### src/rtl/alu_mc_pkg.sv
// Shared definitions for the multi-cycle ALU: opcode encodings and FSM state type.
package alu_mc_pkg;

  localparam int OP_W = 3;

  typedef enum logic [OP_W-1:0] {
    OP_AND = 3'b000,
    OP_OR  = 3'b001,
    OP_ADD = 3'b010,
    OP_SUB = 3'b011,
    OP_SLT = 3'b100,
    OP_NOR = 3'b101,
    OP_MUL = 3'b110,
    OP_RSV = 3'b111
  } op_e;

  typedef enum logic [1:0] {
    ST_IDLE = 2'd0,
    ST_MUL  = 2'd1,
    ST_DONE = 2'd2
  } state_e;

endpackage

### src/rtl/alu_mc_if.sv
// Request/response bundle between an ALU client (master) and alu_mc (slave).
interface alu_mc_if #(parameter int WIDTH = 16);
  import alu_mc_pkg::*;

  // Handshakes: a transfer happens on a rising edge where valid && ready.
  // Request side: src1/src2/op are sampled when in_valid && in_ready.
  // Response side: result and flags stay stable while out_valid && !out_ready.
  logic                 in_valid;
  logic                 in_ready;
  logic [WIDTH-1:0]     src1;
  logic [WIDTH-1:0]     src2;
  logic [OP_W-1:0]      op;
  logic                 out_valid;
  logic                 out_ready;
  logic [WIDTH-1:0]     result;
  logic                 zero;
  logic                 overflow;
  logic                 carry;

  modport master (
    output in_valid, src1, src2, op, out_ready,
    input  in_ready, out_valid, result, zero, overflow, carry
  );

  modport slave (
    input  in_valid, src1, src2, op, out_ready,
    output in_ready, out_valid, result, zero, overflow, carry
  );

endinterface

### src/rtl/alu_mc_addsub.sv
// Combinational WIDTH-bit adder/subtractor with carry-out and signed overflow.
module alu_mc_addsub #(parameter int WIDTH = 16) (
  input  logic [WIDTH-1:0] a,
  input  logic [WIDTH-1:0] b,
  input  logic             sub,
  output logic [WIDTH-1:0] sum,
  output logic             cout,
  output logic             ovf
);

  logic [WIDTH-1:0] b_eff;

  // Subtraction is a + ~b + 1, so cout=1 means no borrow.
  assign b_eff       = sub ? ~b : b;
  assign {cout, sum} = {1'b0, a} + {1'b0, b_eff} + {{WIDTH{1'b0}}, sub};
  assign ovf         = (a[WIDTH-1] == b_eff[WIDTH-1]) && (sum[WIDTH-1] != a[WIDTH-1]);

endmodule

### src/rtl/alu_mc.sv
// Multi-cycle ALU: single-cycle logic/arith ops, WIDTH-cycle shift-add multiply.
module alu_mc
  import alu_mc_pkg::*;
#(
  parameter int WIDTH = 16
) (
  input  logic   clk,
  input  logic   rst_n,
  alu_mc_if.slave bus,
  output state_e state_dbg
);

  localparam int CW = $clog2(WIDTH);

  state_e           state, state_nx;
  logic [CW-1:0]    cnt;
  logic [WIDTH-1:0] mcand, hi, lo;
  logic [WIDTH-1:0] res_q;
  logic             zero_q, ovf_q, carry_q;

  logic [WIDTH-1:0] as_a, as_b, as_sum;
  logic             as_sub, as_cout, as_ovf;
  logic [WIDTH-1:0] alu_res, hi_nx, lo_nx;
  logic             alu_ovf, alu_carry;
  logic             accept, last_step, is_mul;

  assign accept    = bus.in_valid && (state == ST_IDLE);
  assign last_step = (cnt == CW'(WIDTH - 1));
  assign is_mul    = (op_e'(bus.op) == OP_MUL);

  // The shared adder serves the incoming operands in IDLE and the
  // partial-product accumulation while multiplying.
  always_comb begin
    as_a   = bus.src1;
    as_b   = bus.src2;
    as_sub = (op_e'(bus.op) == OP_SUB) || (op_e'(bus.op) == OP_SLT);
    if (state == ST_MUL) begin
      as_a   = hi;
      as_b   = lo[0] ? mcand : '0;
      as_sub = 1'b0;
    end
  end

  alu_mc_addsub #(.WIDTH(WIDTH)) u_addsub (
    .a    (as_a),
    .b    (as_b),
    .sub  (as_sub),
    .sum  (as_sum),
    .cout (as_cout),
    .ovf  (as_ovf)
  );

  assign hi_nx = {as_cout, as_sum[WIDTH-1:1]};
  assign lo_nx = {as_sum[0], lo[WIDTH-1:1]};

  always_comb begin
    alu_res   = '0;
    alu_ovf   = 1'b0;
    alu_carry = 1'b0;
    case (op_e'(bus.op))
      OP_AND: alu_res = bus.src1 & bus.src2;
      OP_OR:  alu_res = bus.src1 | bus.src2;
      OP_NOR: alu_res = ~(bus.src1 | bus.src2);
      OP_ADD, OP_SUB: begin
        alu_res   = as_sum;
        alu_ovf   = as_ovf;
        alu_carry = as_cout;
      end
      OP_SLT: alu_res = {{(WIDTH-1){1'b0}}, as_sum[WIDTH-1] ^ as_ovf};
      default: alu_res = '0;
    endcase
  end

  always_ff @(posedge clk or negedge rst_n) begin
    if (!rst_n) state <= ST_IDLE;
    else        state <= state_nx;
  end

  always_comb begin
    state_nx = state;
    case (state)
      ST_IDLE: if (bus.in_valid) state_nx = is_mul ? ST_MUL : ST_DONE;
      ST_MUL:  if (last_step)    state_nx = ST_DONE;
      ST_DONE: if (bus.out_ready) state_nx = ST_IDLE;
      default: state_nx = ST_IDLE;
    endcase
  end

  always_ff @(posedge clk or negedge rst_n) begin
    if (!rst_n) begin
      cnt     <= '0;
      mcand   <= '0;
      hi      <= '0;
      lo      <= '0;
      res_q   <= '0;
      zero_q  <= 1'b1;
      ovf_q   <= 1'b0;
      carry_q <= 1'b0;
    end else begin
      case (state)
        ST_IDLE: if (accept) begin
          cnt   <= '0;
          mcand <= bus.src1;
          hi    <= '0;
          lo    <= bus.src2;
          if (!is_mul) begin
            res_q   <= alu_res;
            zero_q  <= ~|alu_res;
            ovf_q   <= alu_ovf;
            carry_q <= alu_carry;
          end
        end
        ST_MUL: begin
          hi  <= hi_nx;
          lo  <= lo_nx;
          cnt <= cnt + CW'(1);
          if (last_step) begin
            res_q   <= lo_nx;
            zero_q  <= ~|lo_nx;
            ovf_q   <= |hi_nx;
            carry_q <= 1'b0;
          end
        end
        default: ;
      endcase
    end
  end

  assign bus.in_ready  = (state == ST_IDLE);
  assign bus.out_valid = (state == ST_DONE);
  assign bus.result    = res_q;
  assign bus.zero      = zero_q;
  assign bus.overflow  = ovf_q;
  assign bus.carry     = carry_q;
  assign state_dbg     = state;

endmodule

### src/flat_wrapper.sv
// flat-port wrapper written by rule: the top's interface ports become plain ports
module alu_mc_flat import alu_mc_pkg::*;
#(
  parameter int WIDTH = 16
)
  (clk, rst_n, state_dbg, bus_in_valid, bus_src1, bus_src2, bus_op, bus_out_ready, bus_in_ready, bus_out_valid, bus_result, bus_zero, bus_overflow, bus_carry);
  alu_mc_if #(.WIDTH(WIDTH)) bus_i ();
  input  logic clk;
  input  logic rst_n;
  output state_e state_dbg;
  input wire logic [$bits(bus_i.in_valid)-1:0] bus_in_valid;
  input wire logic [$bits(bus_i.src1)-1:0] bus_src1;
  input wire logic [$bits(bus_i.src2)-1:0] bus_src2;
  input wire logic [$bits(bus_i.op)-1:0] bus_op;
  input wire logic [$bits(bus_i.out_ready)-1:0] bus_out_ready;
  output wire logic [$bits(bus_i.in_ready)-1:0] bus_in_ready;
  output wire logic [$bits(bus_i.out_valid)-1:0] bus_out_valid;
  output wire logic [$bits(bus_i.result)-1:0] bus_result;
  output wire logic [$bits(bus_i.zero)-1:0] bus_zero;
  output wire logic [$bits(bus_i.overflow)-1:0] bus_overflow;
  output wire logic [$bits(bus_i.carry)-1:0] bus_carry;
  assign bus_i.in_valid = bus_in_valid;
  assign bus_i.src1 = bus_src1;
  assign bus_i.src2 = bus_src2;
  assign bus_i.op = bus_op;
  assign bus_i.out_ready = bus_out_ready;
  assign bus_in_ready = bus_i.in_ready;
  assign bus_out_valid = bus_i.out_valid;
  assign bus_result = bus_i.result;
  assign bus_zero = bus_i.zero;
  assign bus_overflow = bus_i.overflow;
  assign bus_carry = bus_i.carry;
  alu_mc #(.WIDTH(WIDTH)) u_core (.clk(clk), .rst_n(rst_n), .bus(bus_i), .state_dbg(state_dbg));
endmodule
### config.mk
export PLATFORM = sky130hd
export DESIGN_NAME = alu_mc_flat
export DESIGN_NICKNAME = d
export VERILOG_FILES = /design/src/rtl/alu_mc_pkg.sv /design/src/rtl/alu_mc_if.sv /design/src/rtl/alu_mc_addsub.sv /design/src/rtl/alu_mc.sv /design/src/flat_wrapper.sv
export SDC_FILE = /design/constraint.sdc
export NUM_CORES = 1
export LEC_CHECK = 0
export BUFFER_PORTS_ARGS = -buffer_cell sky130_fd_sc_hd__buf_2
export CAP_MARGIN = 15
export CORE_ASPECT_RATIO = 1.75
export CORE_UTILIZATION = 45
export CTS_BUF_LIST = sky130_fd_sc_hd__clkbuf_16
export CTS_CLUSTER_DIAMETER = 150
export CTS_CLUSTER_SIZE = 16
export DETAILED_ROUTE_END_ITERATION = 7
export HOLD_SLACK_MARGIN = 0.05
export MAX_ROUTING_LAYER = met4
export SYNTH_ARGS = -nofsm -noshare
export SYNTH_HDL_FRONTEND = slang
export SYNTH_SLANG_ARGS = --single-unit
### constraint.sdc
create_clock -name clk -period 12.5 [get_ports clk]
set_clock_uncertainty 0.2 [all_clocks]
set_input_delay 0.625 -clock clk [delete_from_list [all_inputs] [get_ports clk]]
set_output_delay 0.625 -clock clk [all_outputs]
set_load 0.02 [all_outputs]
==> results of run 1 <==
-- stage by stage --
| step | util [%] | setup slack [ns] | hold WS (ns) |
|---|---|---|---|
| 2_1_floorplan | - | 7.80 | 0.129 |
| 3_3_place_gp | 49.1 | 7.01 | 0.258 |
| 3_5_place_dp | 49.1 | 6.97 | 0.260 |
| 4_1_cts | 52.0 | 6.93 | 0.275 |
| 5_1_grt | 52.1 | 6.61 | 0.285 |
| 6_report | 52.1 | 6.88 | 0.243 |
-- cells in the final DEF, fill, tap and decap left out, types with 6 or more instances in the layout --
| master | n |
|---|---|
| clkbuf_16 | 9 |
| a21oi_1 | 41 |
| buf_2 | 60 |
| dfrtp_1 | 72 |
| xnor2_1 | 12 |
| mux2_2 | 18 |
| nand2_1 | 103 |
| xor2_1 | 7 |
| ha_1 | 16 |
| a21o_1 | 10 |
| o21ai_0 | 54 |
| nor2_1 | 45 |
| a22o_1 | 16 |
| nor4_1 | 7 |
| a31oi_1 | 6 |
| a221oi_1 | 14 |
| a22oi_1 | 15 |
| mux2i_1 | 19 |
| nand3_1 | 7 |
-- worst register-to-register path: stages (launching register included) --
cell      delay [ns]
dfrtp_1         0.51
nor2b_4         0.20
buf_4           0.61
and2_0          0.88
a221oi_1        0.18
a21oi_1         0.19
ha_1            0.34
and3_1          0.20
a221oi_2        0.44
o21ai_2         0.16
a31oi_1         0.30
xnor2_1         0.14
a31oi_1         0.39
nand4_1         0.13
or4_1           0.49
o31ai_2         0.18
-- cell families after synthesis --
logic type	synth area share (%)
compound gates	25.7
xor+xnor	3.23
fa+ha+maj	5.24
buf+inv	4.17
flops	35.4
mux	8.49
simple gates	17.7
-- power by group --
group          switching (uW)  leakage [uW]  internal (uW)
registers                59.1      0.000927            314
logic                     262       0.00153            166
clock network             107      0.000148            175
total                     429       0.00260            655
-- worst paths after layout --
kind | slack, ns | from | cells past startpoint | endpoint
worst max-delay path | 6.88 | u_core.state_dbg[0] | 15 | u_core.bus.zero
worst min-delay path | 0.24 | rst_n | 1 | u_core.mcand[8]
worst max register to register | 6.88 | u_core.state_dbg[0] | 15 | u_core.bus.zero
worst min register to register | 0.27 | u_core.bus.result[5] | 1 | u_core.bus.result[5]
max in group asynchronous | 11.21 | rst_n | 1 | u_core.hi[4]
min in group clk | 0.27 | u_core.bus.result[5] | 1 | u_core.bus.result[5]
-- flip-flops by register name, summed over array words and instances, names as in the netlist --
| name | count |
|---|---|
| u_core.bus.carry | 1 |
| u_core.bus.overflow | 1 |
| u_core.bus.result | 16 |
| u_core.bus.zero | 1 |
| u_core.cnt | 4 |
| u_core.hi | 16 |
| u_core.lo | 16 |
| u_core.mcand | 16 |
| u_core.state_dbg | 2 |
-- routing by layer --
| layer | part of all wire (%) | vias to the layer above | global-route usage (%) |
|---|---|---|---|
| met5 | 0 | - | - |
| li1 | - | 2268 | - |
| met3 | 4.0 | 49 | 3.39 |
| met4 | 3.9 | 0 | 13.8 |
| met2 | 50 | 165 | 45.7 |
| met1 | 42 | 2304 | 33.0 |
-- final cells by class --
class                      count  area (um2)  share of cell area (%)
clock inverter                 6        92.6                    1.59
inverter                       5        18.8                   0.322
tap                          132         165                    2.84
clock buffer                   9         225                    3.87
timing repair buffer          66         358                    6.15
sequential                    73        1830                    31.4
multi-input combinational    479        3130                    53.8
==> impl_metrics.toml, run 1 <==
[outcome]
status = "complete, no violations"

[sta]
final.period_utilization_pct = 45.0
slew_headroom_pct = 22.4
clock.fmax_ghz = 0.178
worst_slew_pin_slew_ns = 1.16
setup_tns_ns = 0
slew_violations = 0
hold_viol_final = 0
setup_viol = 0
period_minus_slack_ns = 5.62
rsz0062_at_grt = "false"

[clocking]
cts_buffer_depth = 2
hold_buffers = 0
post_cts_buffers = 0
cts_root_buf = "clkbuf_16"
h-tree-depth = 3
cts_tree = "done"
numCtsBuffers = 9
worstSkewPairLatency_ns = 0.34
cts.repair.resized = 0
cts.sink_count = 73
cts.clk_slew.worst_paths_ns = 0.07

[route]
wl_mm = 15.6
drtAntennaViolNets = 0
wl_per_cell_um = 20.3
post-route-drc-count = 0
drt-pass1-iter-count = 5
vias = 4786
drt-initial-drc-count = 290
vias_per_cell = 6.22

[worst_setup_path]
crit_arrival_ns = 5.67
endpoint_kind = "flip-flop"
worstSetupPathType = "reg -> reg"
cpLargestDelayFamily = "simple AND/OR/NAND/NOR gates"
cp.required_ns = 12.55
cpMostUsedCell = "a31oi_1"
cp_max_fo = 61
cp_num_buf_inv = 1
crit_chain = "nor2b_4, buf_4, and2_0, a221oi_1, a21oi_1, ha_1, and3_1, a221oi_2, o21ai_2, a31oi_1, xnor2_1, a31oi_1, nand4_1, or4_1, o31ai_2"
crit_slowest_cell = "and2_0"
cp-start-kind = "flip-flop"
slowest_delay_ns = 0.86

[place]
portBuffers = 61
place_area_um2 = 5480
gp_congestion = 0.915
detailedPlacementHpwl_mm = 11.0
dp_cells = 754

[finish]
drive_gt1_share_pct = 18.7
fin_area_um2 = 5820
stdcell_count = 770
nNetsFinal = 690
antenna_cells = 0
area_growth_pct = 12.8
fillers = 1054

[synth]
syn_area_per_cell_um2 = 8.57
synth_cell_types = 73
synth_nets = 658
ys_warn_count = 0
yosys-top-cells-area = "dfrtp_1, nand2_1, o21ai_0"
ys_seq_area_share_pct = 35.4
syn_area_um2 = 5160
synth_most_common_cell = "nand2_1"
async_flop_share_pct = 100
synth_edf_count = 0
syn_inst = 602
synth_top_area_cell = "dfrtp_1"
synthFlopType = "dfrtp_1"
synthTopCellsByCount = "nand2_1, dfrtp_1, o21ai_0, nor2_1, a21oi_1"
ys_ff_latch = 73
synth.top_cell.area_share_pct = 34.9

[grt]
grt_pass1_vias = 4556
antenna_found_initial = 0
grt_pass1_wl_mm = 24.7
grt_overflow = 0
grt_max_degree = 74
track_usage_pct = 27.5

[job]
drv_cap = 0

[die]
rows = 51
die_w_um = 82.9
fp.dieH_um = 144
die-area_um2 = 11900
start_util_pct = 46.2
core_um2 = 11200
ios = 62

[pwr]
cellLeakagePower_uw = 0.00260
power_uw = 1080
power.density_nw_per_um2 = 186
ir_drop_mv = 0.119

[min_path]
hp-class = "in -> async"
Note: power is estimated with default switching activity, not from simulation.
==> run 2: changes to the inputs <==
PLACE_DENSITY = 0.67   (was unset)
clock period = 5 ns   (was 12.5 ns; I/O delays follow)
==> run 2 against run 1 <==
Clock power is 140% higher; non-clock buffer count is 23 higher; setup slack worse by 6.5 ns; sequential share of layout area is 0.97 points lower; flip-flop and latch count stayed put; largest power group unchanged; critical endpoint unchanged; critical path type unchanged.
==> impl_metrics.toml, run 2 (synthesis gave the netlist of run 1 again) <==
[sta]
setup_tns_ns = 0
final.period_utilization_pct = 92.0
slew_violations = 0
clock.fmax_ghz = 0.217
worst_slack_ns = 0.400
setup_viol = 0
worst_slew_pin_slew_ns = 1.04
slew_headroom_pct = 30.8
hold_viol_final = 0
rsz0062_at_grt = "false"
period_minus_slack_ns = 4.60

[route]
drtAntennaViolNets = 0
met1Wirelength_mm = 6.27
wl_met3_um = 701
dr_wl_met2_mm = 7.64
post-route-drc-count = 0
drt-initial-drc-count = 447
wl_mm = 15.6
vias = 4965
drt-pass1-iter-count = 5
vias_per_cell = 6.25
top_layer_used = "met4"
wl_per_cell_um = 19.7

[clocking]
numCtsBuffers = 9
cts_root_buf = "clkbuf_16"
h-tree-depth = 3
cts.clk_slew.worst_paths_ns = 0.06
cts.repair.resized = 0
hold_buffers = 16
cts_tree = "done"
worstSkewPairLatency_ns = 0.34
post_cts_buffers = 0
cts.sink_count = 73
cts_buffer_depth = 2

[finish]
nNetsFinal = 713
antenna_cells = 0
drive_gt1_share_pct = 19.2
final_cell_mix = "nand2_1, dfrtp_1, buf_2"
fin_area_um2 = 6010
area_growth_pct = 16.4
seqCellArea_um2 = 1830
multi_input_area_um2 = 3130
stdcell_count = 794
fillers = 1030
layout_commonest_cell = "nand2_1"

[place]
place_ws_ns = 0.429
portBuffers = 61
dp_cells = 762
gp_congestion = 0.941
place_area_um2 = 5540
detailedPlacementHpwl_mm = 11.5

[worst_setup_path]
crit_slowest_cell = "dfrtp_1"
crit_arrival_ns = 4.66
cp_num_buf_inv = 1
cpLargestDelayFamily = "compound AO/OA/AOI/OAI gates"
crit_cells = 15
endpoint_kind = "flip-flop"
cp.required_ns = 5.06
crit_chain = "nor2b_4, and2_0, buf_4, a221oi_1, a21oi_1, ha_1, nand4_1, nor3_1, a211o_1, a21oi_2, xnor2_1, a21oi_1, o2111ai_1, or4_1, o31ai_2"
cpMostUsedCell = "a21oi_1"
slowest_delay_ns = 0.53
cp_max_fo = 10
rr_worst_depth = 15
cp-start-kind = "flip-flop"
worstSetupPathType = "reg -> reg"

[grt]
grt_max_degree = 74
grt_pass1_vias = 4753
grt_overflow = 0
grt_pass1_wl_mm = 25.0
antenna_found_initial = 0
track_usage_pct = 27.8

[die]
start_util_pct = 46.2
die_w_um = 82.9
core_um2 = 11200
rows = 51
die-area_um2 = 11900
fp.dieH_um = 144
ios = 62

[min_path]
hp-class = "in -> reg"
min_path_cells = 2

[pwr]
power.density_nw_per_um2 = 449
cellLeakagePower_uw = 0.00270
ir_drop_mv = 0.269
power_uw = 2700

[job]
drv_cap = 0

[outcome]
status = "complete, no violations"
[run 2: cell types whose count changed in the layout (fill, tap and decap cells not counted), sizes merged]
| cell | change |
|---|---|
| clkinv | +4 |
| clkinvlp | -2 |
| buf | +7 |
| dlygate4sd3 | +16 |
| bufinv | -1 |
[run 2: layer usage]
layer,global-route usage (%),up-vias
met3,2.93,75
met5,-,-
met4,19.2,0
li1,-,2297
met2,45.4,207
met1,32.0,2386
[run 2: area by class of cell]
| cell class | instances | area share [%] |
|---|---|---|
| timing repair buffer | 89 | 9.29 |
| tap | 132 | 2.75 |
| multi-input combinational | 479 | 52.2 |
| clock inverter | 7 | 1.31 |
| inverter | 5 | 0.312 |
| clock buffer | 9 | 3.75 |
| sequential | 73 | 30.4 |
[run 2: report_power, final]
| group | internal (uW) | switching (uW) |
|---|---|---|
| sequential | 786 | 152 |
| clock | 391 | 280 |
| combinational | 425 | 666 |
| total | 1600 | 1100 |
[run 2: final timing paths]
check	endpoint	startpoint	slack, ns
max	u_core.bus.zero	u_core.state_dbg[0]	0.40
min	u_core.mcand[15]	bus_src1[15]	0.06
max reg2reg	u_core.bus.zero	u_core.state_dbg[0]	0.40
min reg2reg	u_core.bus.result[0]	u_core.bus.result[0]	0.27
max in group asynchronous	u_core.mcand[3]	rst_n	3.56
min in group asynchronous	u_core.lo[12]	rst_n	0.40
[run 2: stage by stage]
stage          utilization, %  hold WS (ns)
6_report                 53.8        0.0596
5_1_grt                  53.8        0.0620
4_1_cts                  53.8        0.0555
3_5_place_dp             49.6         0.251
3_3_place_gp             49.6         0.247
2_1_floorplan               -        -0.246
